[src/rtl/wb_port_arbiter_if.sv]
// wb_port_arbiter_if: MEM/WB, mul/div and register-file write-port signals around the arbiter.
interface wb_port_arbiter_if #(parameter int DEPTH = 2);
  logic [31:0] wb_mem_data;
  logic [31:0] wb_alu_data;
  logic [4:0] wb_wr_reg;
  logic [1:0] wb_ctrl;
  logic md_valid;
  logic [31:0] md_data;
  logic [4:0] md_wr_reg;
  logic md_ready;
  logic rf_we;
  logic [4:0] rf_waddr;
  logic [31:0] rf_wdata;
  logic stall_req;
  logic [$clog2(DEPTH):0] fifo_count;
  modport master (
    output wb_mem_data, wb_alu_data, wb_wr_reg, wb_ctrl, md_valid, md_data, md_wr_reg,
    input md_ready, rf_we, rf_waddr, rf_wdata, stall_req, fifo_count
  );
  modport slave (
    input wb_mem_data, wb_alu_data, wb_wr_reg, wb_ctrl, md_valid, md_data, md_wr_reg,
    output md_ready, rf_we, rf_waddr, rf_wdata, stall_req, fifo_count
  );
endinterface

[src/rtl/wb_port_arbiter.sv]
// wb_port_arbiter: shares the register-file write port between MEM/WB (priority) and a
// mul/div unit whose results bypass into idle slots or queue in a FIFO with starvation stall.
module wb_port_arbiter #(
  parameter int DEPTH = 2,
  parameter int STARVE_LIMIT = 4
) (
  input logic clk,
  input logic reset,
  wb_port_arbiter_if.slave bus
);
  localparam int AW = $clog2(DEPTH);
  logic [36:0] mem [DEPTH];
  logic [AW-1:0] rdPtr, wrPtr;
  logic [AW:0] count;
  logic [3:0] starve;
  logic stall;
  logic pw, empty, full, pop, bypass, push, grant;
  logic [4:0] gAddr;
  logic [31:0] gData;
  logic [36:0] head;
  assign pw = bus.wb_ctrl[1];
  assign empty = count == '0;
  assign full = count == (AW+1)'(DEPTH);
  assign head = mem[rdPtr];
  assign pop = !reset && !pw && !empty;
  assign bypass = !reset && !pw && empty && bus.md_valid;
  assign bus.md_ready = !reset && (!full || (empty && !pw));
  assign push = bus.md_valid && bus.md_ready && !bypass;
  assign grant = !reset && (pw || !empty || bus.md_valid);
  assign gAddr = pw ? bus.wb_wr_reg : !empty ? head[36:32] : bus.md_wr_reg;
  assign gData = pw ? (bus.wb_ctrl[0] ? bus.wb_mem_data : bus.wb_alu_data) : !empty ? head[31:0] : bus.md_data;
  // register 0 is hardwired: the source is still consumed but the write is suppressed
  assign bus.rf_we = grant && gAddr != 5'd0;
  assign bus.rf_waddr = grant ? gAddr : 5'd0;
  assign bus.rf_wdata = grant ? gData : 32'd0;
  assign bus.stall_req = stall;
  assign bus.fifo_count = count;
  always_ff @(posedge clk)
    if (push) mem[wrPtr] <= {bus.md_wr_reg, bus.md_data};
  always_ff @(posedge clk)
    if (reset) begin
      rdPtr <= '0;
      wrPtr <= '0;
      count <= '0;
      starve <= '0;
      stall <= 1'b0;
    end else begin
      if (push) wrPtr <= wrPtr + 1'b1;
      if (pop) rdPtr <= rdPtr + 1'b1;
      count <= count + (AW+1)'(push) - (AW+1)'(pop);
      starve <= (empty || pop) ? 4'd0 : (starve == 4'(STARVE_LIMIT)) ? starve : starve + 4'd1;
      stall <= pop ? 1'b0 : (!empty && starve == 4'(STARVE_LIMIT)) ? 1'b1 : stall;
    end
endmodule

[src/flat_wrapper.sv]
// flat-port wrapper written by rule: the top's interface ports become plain ports
module wb_port_arbiter_flat 
#(
  parameter int DEPTH = 2,
  parameter int STARVE_LIMIT = 4
)
  (clk, reset, bus_wb_mem_data, bus_wb_alu_data, bus_wb_wr_reg, bus_wb_ctrl, bus_md_valid, bus_md_data, bus_md_wr_reg, bus_md_ready, bus_rf_we, bus_rf_waddr, bus_rf_wdata, bus_stall_req, bus_fifo_count);
  wb_port_arbiter_if #(.DEPTH(DEPTH)) bus_i ();
  input logic clk;
  input logic reset;
  input wire logic [$bits(bus_i.wb_mem_data)-1:0] bus_wb_mem_data;
  input wire logic [$bits(bus_i.wb_alu_data)-1:0] bus_wb_alu_data;
  input wire logic [$bits(bus_i.wb_wr_reg)-1:0] bus_wb_wr_reg;
  input wire logic [$bits(bus_i.wb_ctrl)-1:0] bus_wb_ctrl;
  input wire logic [$bits(bus_i.md_valid)-1:0] bus_md_valid;
  input wire logic [$bits(bus_i.md_data)-1:0] bus_md_data;
  input wire logic [$bits(bus_i.md_wr_reg)-1:0] bus_md_wr_reg;
  output wire logic [$bits(bus_i.md_ready)-1:0] bus_md_ready;
  output wire logic [$bits(bus_i.rf_we)-1:0] bus_rf_we;
  output wire logic [$bits(bus_i.rf_waddr)-1:0] bus_rf_waddr;
  output wire logic [$bits(bus_i.rf_wdata)-1:0] bus_rf_wdata;
  output wire logic [$bits(bus_i.stall_req)-1:0] bus_stall_req;
  output wire logic [$bits(bus_i.fifo_count)-1:0] bus_fifo_count;
  assign bus_i.wb_mem_data = bus_wb_mem_data;
  assign bus_i.wb_alu_data = bus_wb_alu_data;
  assign bus_i.wb_wr_reg = bus_wb_wr_reg;
  assign bus_i.wb_ctrl = bus_wb_ctrl;
  assign bus_i.md_valid = bus_md_valid;
  assign bus_i.md_data = bus_md_data;
  assign bus_i.md_wr_reg = bus_md_wr_reg;
  assign bus_md_ready = bus_i.md_ready;
  assign bus_rf_we = bus_i.rf_we;
  assign bus_rf_waddr = bus_i.rf_waddr;
  assign bus_rf_wdata = bus_i.rf_wdata;
  assign bus_stall_req = bus_i.stall_req;
  assign bus_fifo_count = bus_i.fifo_count;
  wb_port_arbiter #(.DEPTH(DEPTH), .STARVE_LIMIT(STARVE_LIMIT)) u_core (.clk(clk), .reset(reset), .bus(bus_i));
endmodule
[config.mk]
export PLATFORM = sky130hd
export DESIGN_NAME = wb_port_arbiter_flat
export DESIGN_NICKNAME = d
export VERILOG_FILES = /design/src/rtl/wb_port_arbiter_if.sv /design/src/rtl/wb_port_arbiter.sv /design/src/flat_wrapper.sv
export SDC_FILE = /design/constraint.sdc
export NUM_CORES = 1
export LEC_CHECK = 0
export BUFFER_PORTS_ARGS = -buffer_cell sky130_fd_sc_hd__buf_2
export CELL_PAD_IN_SITES_DETAIL_PLACEMENT = 0
export CELL_PAD_IN_SITES_GLOBAL_PLACEMENT = 1
export CORE_AREA = 5 5 113 115
export CTS_BUF_LIST = sky130_fd_sc_hd__clkbuf_4 sky130_fd_sc_hd__clkbuf_8
export CTS_CLUSTER_SIZE = 30
export DETAILED_ROUTE_END_ITERATION = 8
export DIE_AREA = 0 0 118 120
export PLACE_DENSITY = 0.77
export SYNTH_ARGS = -nofsm -noshare
export SYNTH_HDL_FRONTEND = slang
export SYNTH_SLANG_ARGS = --single-unit
[constraint.sdc]
create_clock -name clk -period 3.52 [get_ports clk]
set_input_delay 0.528 -clock clk [delete_from_list [all_inputs] [get_ports clk]]
set_output_delay 0.528 -clock clk [all_outputs]
set_load 0.03 [all_outputs]
==> results of run 1 <==
report_power, final:
part | internal [W] | switching [W]
Combinational | 0.000278 | 0.000442
Clock | 0.000332 | 0.000350
Sequential | 0.00113 | 0.0000210
layer usage:
metal / vias up / routed length [um]
li1: 1680 / -
met1: 1586 / 4785
met2: 94 / 5408
met3: 9 / 638
met4: 0 / 118
met5: - / 0
worst max-delay path, stage by stage, from the launching register on:
cell	delay (ns)
dfxtp_1	0.54
or2_4	0.44
a211oi_1	0.16
a2111oi_0	0.55
buf_4	0.20
a41oi_1	0.10
buf_2	0.24
metrics by stage:
step,cells,total power [W]
2_1_floorplan,383,0.001722
3_3_place_gp,656,0.001886
3_5_place_dp,656,0.001898
4_1_cts,672,0.002576
5_1_grt,672,0.002695
6_report,672,0.002550
how the worst min path moves through the flow:
stage,from,to,slack (ns),cells after the start
after floorplan,u_core.starve[3],u_core.starve[3],0.47,2
after global placement,u_core.bus.stall_req,u_core.bus.stall_req,0.48,2
after detailed placement,u_core.bus.stall_req,u_core.bus.stall_req,0.48,2
after CTS,bus_md_data[27],u_core.mem[1][27],0.36,1
after global routing,bus_md_data[6],u_core.mem[1][6],0.35,1
final,bus_md_data[27],u_core.mem[1][27],0.38,1
registers in the layout, summed over array words and instances, names as in the netlist, named ones only:
signal and count:
u_core.mem 74, u_core.starve 4, u_core.bus.fifo_count 2, u_core.bus.stall_req 1, u_core.rdPtr 1, u_core.wrPtr 1
cells in the final DEF (no fill, tap or decap):
| cell | netlist | routed |
|---|---|---|
| clkinvlp_4 | 0 | 1 |
| xor2_1 | 1 | 1 |
| nand3b_1 | 1 | 1 |
| nor3_1 | 8 | 8 |
| and2_1 | 1 | 1 |
| dfxtp_2 | 0 | 1 |
| a41oi_1 | 1 | 1 |
| a211o_1 | 32 | 32 |
| a211oi_2 | 1 | 1 |
| nand2_1 | 33 | 33 |
| nor2_1 | 52 | 50 |
| dfxtp_1 | 10 | 9 |
| a21oi_2 | 30 | 30 |
| clkbuf_8 | 0 | 9 |
| buf_4 | 1 | 6 |
| nand3_1 | 1 | 1 |
| edfxtp_1 | 74 | 74 |
| bufinv_16 | 0 | 1 |
| inv_1 | 6 | 6 |
| ha_1 | 4 | 4 |
| clkinv_2 | 0 | 2 |
| or2_4 | 0 | 1 |
| nor2_4 | 0 | 2 |
| mux2i_1 | 37 | 37 |
| a2111oi_0 | 1 | 1 |
| o21ai_0 | 1 | 1 |
| mux2_2 | 32 | 32 |
| buf_2 | 14 | 152 |
| xnor2_1 | 5 | 5 |
| clkinv_4 | 0 | 1 |
| inv_6 | 0 | 2 |
| a211oi_1 | 4 | 4 |
| o21ba_2 | 1 | 1 |
| a21o_2 | 0 | 1 |
| nor2b_1 | 3 | 3 |
| a21oi_1 | 10 | 10 |
timing repair:
item	in CTS	in global routing
gates resized for setup	0	1
setup endpoints to repair	0	1
hold endpoints to repair	0	0
setup buffers	0	0
final cells by class:
class / count / area (um^2)
fill: 1130 / 6147
sequential: 84 / 2424
multi-input combinational: 261 / 1931
timing repair buffer: 158 / 805.8
tap: 147 / 183.9
clock buffer: 9 / 123.9
clock inverter: 7 / 73.82
inverter: 6 / 22.52
cell families (layout without fill, tap and decap cells):
group,after synthesis,after routing
flops,84,84
simple gates,100,100
buf+inv,38,180
xor+xnor,6,6
compound gates,82,82
fa+ha+maj,4,4
mux,69,69
cell usage after synthesis, types with 3 or more instances:
cell type / instances / area [um^2]
a211o_1: 32 / 280.3
a211oi_1: 4 / 30.03
a21oi_1: 10 / 50.05
a21oi_2: 30 / 262.8
buf_2: 14 / 70.07
buf_6: 6 / 67.56
clkbuf_1: 11 / 41.29
dfxtp_1: 10 / 200.2
edfxtp_1: 74 / 2222
ha_1: 4 / 50.05
inv_1: 6 / 22.52
mux2_2: 32 / 360.4
mux2i_1: 37 / 370.4
nand2_1: 33 / 123.9
nor2_1: 52 / 195.2
nor2b_1: 3 / 18.77
nor3_1: 8 / 40.04
xnor2_1: 5 / 43.79
==> metrics.txt, run 1 <==
Die Y roughly 120 um; vias per std cell 5.013; CTS tree yes; #FFs+latches synth 84; initial core utilization 38.79%; Final WS setup between 0.4 and 0.5 ns; max_slew headroom 24.04%; initial DRC count roughly 170; cts hold-fix bufs 0; VDD IR max 0.2456 mV; Register-to-Register Setup Slack about 1.2 ns; Final nets 635; # clock sinks 84; WL/cell around 16 um; clk_lat worst skew 0.34 ns; post-synthesis cell area 0.004543 mm^2; first-pass GRT wire length 17.56 mm; total die area 0.01416 mm^2; num rows 40; Finished Cell Area 0.005564 mm^2; Die X 118 um; syn_nets 498; Ys Warns 0; startpoint types flip-flop; measured slew at the worst slew-check pin 1.137 ns; CP Capture Point bus_rf_we; Synth Area in Simple Gates 8.868%; Lkg Pwr 2.202 nW; Final ANT Viol Nets 0; sequential-to-total area share from yosys stat 53.32%; Final Cycle Share between 80 and 90%; crit path from u_core.bus.fifo_count[1]; Pwr Density around 460 mW/mm^2; boundary pin count 153; FF-to-FF End u_core.mem[0][32]; vias approximately 3400; final WL between 10 and 15 mm; Pre-antenna DRT Iters 4; RSZ-0062 raised after global routing no; Reg2Reg Depth 2; grt total ovfl 0; Tmin final between 3 and 4 ns; status completed; GP Congestion ~0.75; Hold Fails Final Rpt 0; Syn Inst Count 383; final setup vio count 0; pins over their slew limit 0; Worst Path Required 2.99 ns; DRC violations left 0; Synth Area in XOR/XNOR around 1.2%; Placed Area roughly 0.0054 mm^2; final hold slack 0.3811 ns; GRT met1 Usage 18.70%; vias in the first global route 3467; Clock Skews 0.01469 ns; largest net degree at the start of global routing 61; busiest grt layer met2; CP Capture Type output pin; Hold Crit Class in -> reg; Main synth FF type edfxtp_1; H-tree Lvls 3; post-DP HPWL 7.614 mm; area grow syn2layout 22.47%; initial antenna violation count 0; pre-CTS setup slack ~0.5 ns; Max Cap Viol 0; Synth Area per Inst about 12 um^2; # port buffers 152; mux contribution to synthesized area 16.08%; setup TNS 0 ns; Reg clk slew, reported paths 0.09 ns; main combinational cell family by area after synthesis multiplexers; fin util 47.51%; Post-synth EDFFs 74; met2 Usage GRT between 20% and 30%; adder-cell area share of the yosys netlist 1.102%; Clock Tree Buf Depth 2; antenna fix cells 0; Max Clk Rate about 320 MHz; core area about 0.012 mm^2; grt met3 use 4.665%; worst r2r src u_core.bus.fifo_count[0]; GRT Overall Usage 15.22%; crit path max fanout 34; Synth Area in Compound Gates 14.87%; Worst EP arrival 2.58 ns; Setup Crit Path Kind reg -> out; clk root buf clkbuf_8; number of CTS-inserted buffers 9; share of cells above drive strength 1 ~46%; Post-synth ARST share 0%; Synth cell types 30
Power figures use the tool's default switching activity.
==> run 2, diff against run 1 <==
--- a/config.mk
+++ b/config.mk
@@ -8,12 +8,12 @@
 export BUFFER_PORTS_ARGS = -buffer_cell sky130_fd_sc_hd__buf_2
 export CELL_PAD_IN_SITES_DETAIL_PLACEMENT = 0
 export CELL_PAD_IN_SITES_GLOBAL_PLACEMENT = 1
-export CORE_AREA = 5 5 113 115
+export CORE_AREA = 5 5 109 111
 export CTS_BUF_LIST = sky130_fd_sc_hd__clkbuf_4 sky130_fd_sc_hd__clkbuf_8
 export CTS_CLUSTER_SIZE = 30
 export DETAILED_ROUTE_END_ITERATION = 8
-export DIE_AREA = 0 0 118 120
-export PLACE_DENSITY = 0.77
+export DIE_AREA = 0 0 114 116
+export PLACE_DENSITY = 0.82
 export SYNTH_ARGS = -nofsm -noshare
 export SYNTH_HDL_FRONTEND = slang
 export SYNTH_SLANG_ARGS = --single-unit
==> constraint.sdc (replaced) <==
create_clock -name clk -period 3.92 [get_ports clk]
set_input_delay 0.588 -clock clk [delete_from_list [all_inputs] [get_ports clk]]
set_output_delay 0.588 -clock clk [all_outputs]
set_load 0.03 [all_outputs]
==> run 2 against run 1 <==
  * Non-clock buffer count is 2 higher
  * Flip-flop and latch count did not move
  * Core utilization increased by 5.1 points
  * Critical path depth unchanged
  * Hold slack improved by 0.068 ns
  * Register-to-register slack better by 0.48 ns
  * Sequential power is 9% lower
  * Sequential share of layout area decreased by 0.47 points
  * Largest power group unchanged
==> metrics.txt, run 2 (synthesized netlist as in run 1, its figures left out) <==
Clock Skews 0.004233 ns; clk root buf clkbuf_8; Setup Crit Path Kind reg -> out; post-DP HPWL ~7.6 mm; startpoint types flip-flop; Final WS setup 0.6521 ns; Worst Path Required 3.33 ns; final WL about 10 mm; total die area 0.01322 mm^2; final hold slack between 0.4 and 0.5 ns; Pwr Density 423.7 mW/mm^2; Most flops, register u_core.mem; Setup Buffers After CTS 0; Die X 114 um; setup TNS 0 ns; most common cell after layout, fill and taps aside buf_2; max_slew headroom 38.36%; area grow syn2layout 23.82%; measured slew at the worst slew-check pin between 0.9 and 1 ns; Clock Tree Buf Depth 2; pins over their slew limit 0; Lkg Pwr 2.242 nW; vias in the first global route ~3400; RSZ-0062 raised after global routing no; Hold Crit Class in -> reg; GRT Overall Usage 15.56%; # clock sinks 84; Max Clk Rate 306.0 MHz; post-CTS sizing 0; vias 3359; Max Cap Viol 0; Finished Cell Area between 0.005 and 0.006 mm^2; VDD IR max 0.2071 mV; CP Capture Type output pin; clk_lat worst skew 0.34 ns; DRC violations left 0; initial antenna violation count 1; # port buffers about 150; pre-CTS setup slack 1.027 ns; WL/cell 15.69 um; boundary pin count 153; final setup vio count 0; CTS tree yes; num rows 38; Final ANT Viol Nets 0; grt total ovfl 0; Tmin final 3.268 ns; share of cells above drive strength 1 a little under half; Pre-antenna DRT Iters 6; Die Y roughly 120 um; Worst EP arrival roughly 2.7 ns; Reg clk slew, reported paths 0.08 ns; crit path max fanout 42; vias per std cell between 5 and 6; largest net degree at the start of global routing 80; leading cell types in the layout, fill and taps excluded 152 x buf_2, 74 x edfxtp_1, 50 x nor2_1; H-tree Lvls 3; first-pass GRT wire length 16.35 mm; Placed Area 0.005383 mm^2; number of CTS-inserted buffers 9; Final nets 637; max reg flops 74; cts hold-fix bufs 0; status completed; core area 0.01070 mm^2; initial DRC count 146; Hold Fails Final Rpt 0; GP Congestion 0.7743; initial core utilization 42.47%; Final Cycle Share 83.36%; fillers 994
-- run 2: power breakdown --
part	leakage [nW]	internal (W)	switching, W
Sequential	0.754	0.00101	0.0000368
Combinational	1.36	0.000245	0.000371
Clock	0.125	0.000437	0.000281
-- run 2: worst paths after layout --
path	start	slack [ns]	cells past startpoint	to
max	u_core.bus.fifo_count[1]	0.65	6	bus_rf_wdata[29]
max reg2reg	u_core.bus.fifo_count[1]	1.71	4	u_core.mem[1][28]
min	bus_md_data[4]	0.45	1	u_core.mem[1][4]
min reg2reg	u_core.bus.stall_req	0.50	2	u_core.bus.stall_req
-- run 2: stage by stage --
step	util, %	total power (W)	instances
after floorplan	-	0.001546	383
after global placement	50.32	0.001681	651
after detailed placement	50.32	0.001693	651
after CTS	52.56	0.002414	667
after global routing	52.58	0.002513	668
final	52.58	0.002383	668
-- run 2: routing by layer --
| layer | vias up | GRT usage [%] | routed length (um) |
|---|---|---|---|
| li1 | 1682 | - | - |
| met1 | 1571 | 18.96 | 4334 |
| met2 | 94 | 27.63 | 5357 |
| met3 | 12 | 3.864 | 670 |
| met4 | 0 | 4.038 | 119 |
| met5 | - | 0 | 0 |
-- run 2: worst max-delay path, cell delays in order, from the launching register on --
cell and delay (ns):
dfxtp_1 0.54, or2_2 0.69, buf_4 0.40, nor2_1 0.07
a211o_1 0.28, a21oi_2 0.12, buf_2 0.21
-- run 2: final cells by class --
class / count / area (um^2) / area share (%)
sequential: 84 / 2424 / 43.08
multi-input combinational: 261 / 1928 / 34.27
timing repair buffer: 160 / 833.3 / 14.81
tap: 140 / 175.2 / 3.114
clock buffer: 11 / 138.9 / 2.469
clock inverter: 5 / 101.3 / 1.802
inverter: 6 / 22.52 / 0.4004
antenna: 1 / 2.502 / 0.04448
==> run 3, diff against run 2 <==
--- a/config.mk
+++ b/config.mk
@@ -5,15 +5,16 @@
 export SDC_FILE = /design/constraint.sdc
 export NUM_CORES = 1
 export LEC_CHECK = 0
+export ABC_AREA = 1
 export BUFFER_PORTS_ARGS = -buffer_cell sky130_fd_sc_hd__buf_2
 export CELL_PAD_IN_SITES_DETAIL_PLACEMENT = 0
 export CELL_PAD_IN_SITES_GLOBAL_PLACEMENT = 1
-export CORE_AREA = 5 5 109 111
+export CORE_AREA = 5 5 120 122
 export CTS_BUF_LIST = sky130_fd_sc_hd__clkbuf_4 sky130_fd_sc_hd__clkbuf_8
 export CTS_CLUSTER_SIZE = 30
 export DETAILED_ROUTE_END_ITERATION = 8
-export DIE_AREA = 0 0 114 116
-export PLACE_DENSITY = 0.82
+export DIE_AREA = 0 0 125 127
+export PLACE_DENSITY = 0.72
 export SYNTH_ARGS = -nofsm -noshare
 export SYNTH_HDL_FRONTEND = slang
 export SYNTH_SLANG_ARGS = --single-unit
==> constraint.sdc (replaced) <==
create_clock -name clk -period 2.95 [get_ports clk]
set_input_delay 0.4425 -clock clk [delete_from_list [all_inputs] [get_ports clk]]
set_output_delay 0.4425 -clock clk [all_outputs]
set_load 0.03 [all_outputs]
==> run 3 against run 2 <==
  * Non-clock buffer count grew 5
  * Clock power up 21%
  * Total power rose by 30%
  * Cell count is 19% higher
  * Synthesized cell count grew 23%
  * Critical path depth increased by 1
  * Wire length grew 14%
  * Register-to-register slack lost 0.76 ns
  * Synthesized area is 4.3% lower
  * Die area is 20% higher
  * Critical path type unchanged
  * Highest routed layer unchanged
==> metrics.txt, run 3 <==
status completed; Ys Warns 0; Max Clk Rate 376.0 MHz; WL/cell 15.06 um; Setup Buffers After CTS 0; RSZ-0062 raised after global routing no; max_slew headroom 64.60%; main combinational cell family by area after synthesis compound AO/OA/AOI/OAI gates; top-area cell type share of the netlist area 51.09%; share of cells above drive strength 1 31.72%; adder-cell area share of the yosys netlist 1.151%; vias per std cell 4.800; clk root buf clkbuf_8; Hold Fails Final Rpt 0; Final Cycle Share 90.15%; Syn Inst Count 470; mux contribution to synthesized area 0%; post-DP HPWL 8.464 mm; Die X 125 um; antenna fix cells 0; count leader, synth nor2_1; Reg clk slew, reported paths 0.09 ns; Lkg Pwr ~2.2 nW; final WL 11.96 mm; GP Congestion 0.7805; Final nets 729; total die area approximately 0.016 mm^2; final setup vio count 0; Synth Area in XOR/XNOR 0.4028%; #FFs+latches synth 84; grt total ovfl 0; sequential-to-total area share from yosys stat between 50% and 60%; largest net degree at the start of global routing 40; cts hold-fix bufs 0; area grow syn2layout 25.14%; top post-synthesis cells by area edfxtp_1 51%, nor2_1 12%, o21ai_0 7.1%, o211ai_1 5.5%, a21oi_1 5.2%; leading cell types in the layout, fill and taps excluded 152 x buf_2, 139 x nor2_1, 74 x edfxtp_1; initial core utilization 33.24%; Hold Crit Class in -> reg; Pwr Density ~570 mW/mm^2; measured slew at the worst slew-check pin roughly 0.53 ns; Worst EP arrival 2.22 ns; Max Cap Viol 0; startpoint types flip-flop; Synth Area per Inst approximately 9 um^2; post-synthesis cell area around 0.0043 mm^2; Finished Cell Area 0.005443 mm^2; boundary pin count approximately 150; fin util 41.60%; syn_nets 585; initial DRC count roughly 180; first-pass GRT wire length a little under 20 mm; vias in the first global route just under 4000; GRT Overall Usage 15.24%; area leader, netlist edfxtp_1; most common cell after layout, fill and taps aside buf_2; Die Y 127 um; Main synth FF type edfxtp_1; Synth cell types 29; Clock Skews 0.01754 ns; H-tree Lvls 3; Placed Area 0.005234 mm^2; CP Capture Type output pin; Clock Tree Buf Depth 2; Pre-antenna DRT Iters 4; Final ANT Viol Nets 0; initial antenna violation count 0; num rows 42; post-CTS sizing 0; crit path max fanout 39; # clock sinks 84; Worst Path Required 2.51 ns; number of CTS-inserted buffers 9; Post-synth EDFFs 74; Setup Crit Path Kind reg -> out; Post-synth ARST share 0%; max reg flops 74; Most flops, register u_core.mem; DRC violations left 0; # port buffers ~150; Tmin final around 2.7 ns; core area 0.01309 mm^2; top post-synthesis cells by count 141 x nor2_1, 74 x edfxtp_1, 62 x o21ai_0; Synth Area in Compound Gates 19.88%; VDD IR max 0.3817 mV; vias 3811; Synth Area in Simple Gates 16.11%; CTS tree yes; clk_lat worst skew 0.35 ns; pins over their slew limit 0
-- run 3: changes by cell type after synthesis, moves of 32 or more --
cell,previous run,this run
a21oi_1,10,45
mux2_2,32,0
o21ai_0,1,62
nor2_1,52,141
a211o_1,32,0
mux2i_1,37,0
o211ai_1,0,32
-- run 3: worst max-delay path: stages (launching register included) --
cell	delay (ns)
dfxtp_1	0.46
inv_2	0.07
nand2_4	0.31
buf_4	0.39
o21ai_0	0.20
o211ai_1	0.13
a21oi_1	0.09
buf_2	0.18
-- run 3: final cells by class --
type                            count  area [um^2]
Clock buffer                       10        131.4
Clock inverter                      5        77.57
Fill cell                        1331         7642
Inverter                           19        71.32
Multi-Input combinational cell    335         1648
Sequential cell                    84         2424
Tap cell                          176        220.2
Timing Repair Buffer              165        870.8
-- run 3: power by group --
part / leakage [nW] / internal, W / total [W] / switching [W]
Sequential: 0.758 / 0.00136 / 0.00138 / 0.0000228
Combinational: 1.37 / 0.000265 / 0.000843 / 0.000578
Clock: 0.106 / 0.000479 / 0.000869 / 0.000390
Total: 2.23 / 0.00210 / 0.00309 / 0.000991
-- run 3: kinds of logic (layout without fill, tap and decap cells) --
logic type / Yosys count / count (layout)
simple gates: 178 / 178
buf+inv: 51 / 199
xor+xnor: 2 / 2
fa+ha+maj: 4 / 4
flops: 84 / 84
compound gates: 151 / 151
-- run 3: per-stage QoR --
| step | worst slack [ns] | setup TNS [ns] | power, W | hold WS, ns | std cells |
|---|---|---|---|---|---|
| after floorplan | -0.5254 | -38.10 | 0.002028 | 0.4306 | 470 |
| after global placement | 0.5945 | 0 | 0.002258 | 0.4454 | 779 |
| after detailed placement | 0.6223 | 0 | 0.002264 | 0.4499 | 779 |
| after CTS | 0.2718 | 0 | 0.003130 | 0.2808 | 794 |
| after global routing | 0.1003 | 0 | 0.003276 | 0.2800 | 794 |
| final | 0.2905 | 0 | 0.003095 | 0.2959 | 794 |
-- run 3: worst paths after layout --
path / from / to / slack [ns] / cells after the start
worst max-delay path: u_core.bus.fifo_count[1] / bus_rf_wdata[28] / 0.29 / 7
worst min-delay path: bus_md_data[2] / u_core.mem[0][2] / 0.30 / 1
worst max register to register: u_core.bus.fifo_count[1] / u_core.bus.fifo_count[1] / 0.95 / 10
worst min register to register: u_core.starve[3] / u_core.starve[3] / 0.47 / 1
-- run 3: metal layers --
layer,track usage [%],vias up,part of all wire (%)
met5,0,-,0
li1,-,1931,-
met1,20.12,1758,46
met4,3.827,0,1.0
met3,4.090,10,6.7
met2,25.12,112,47
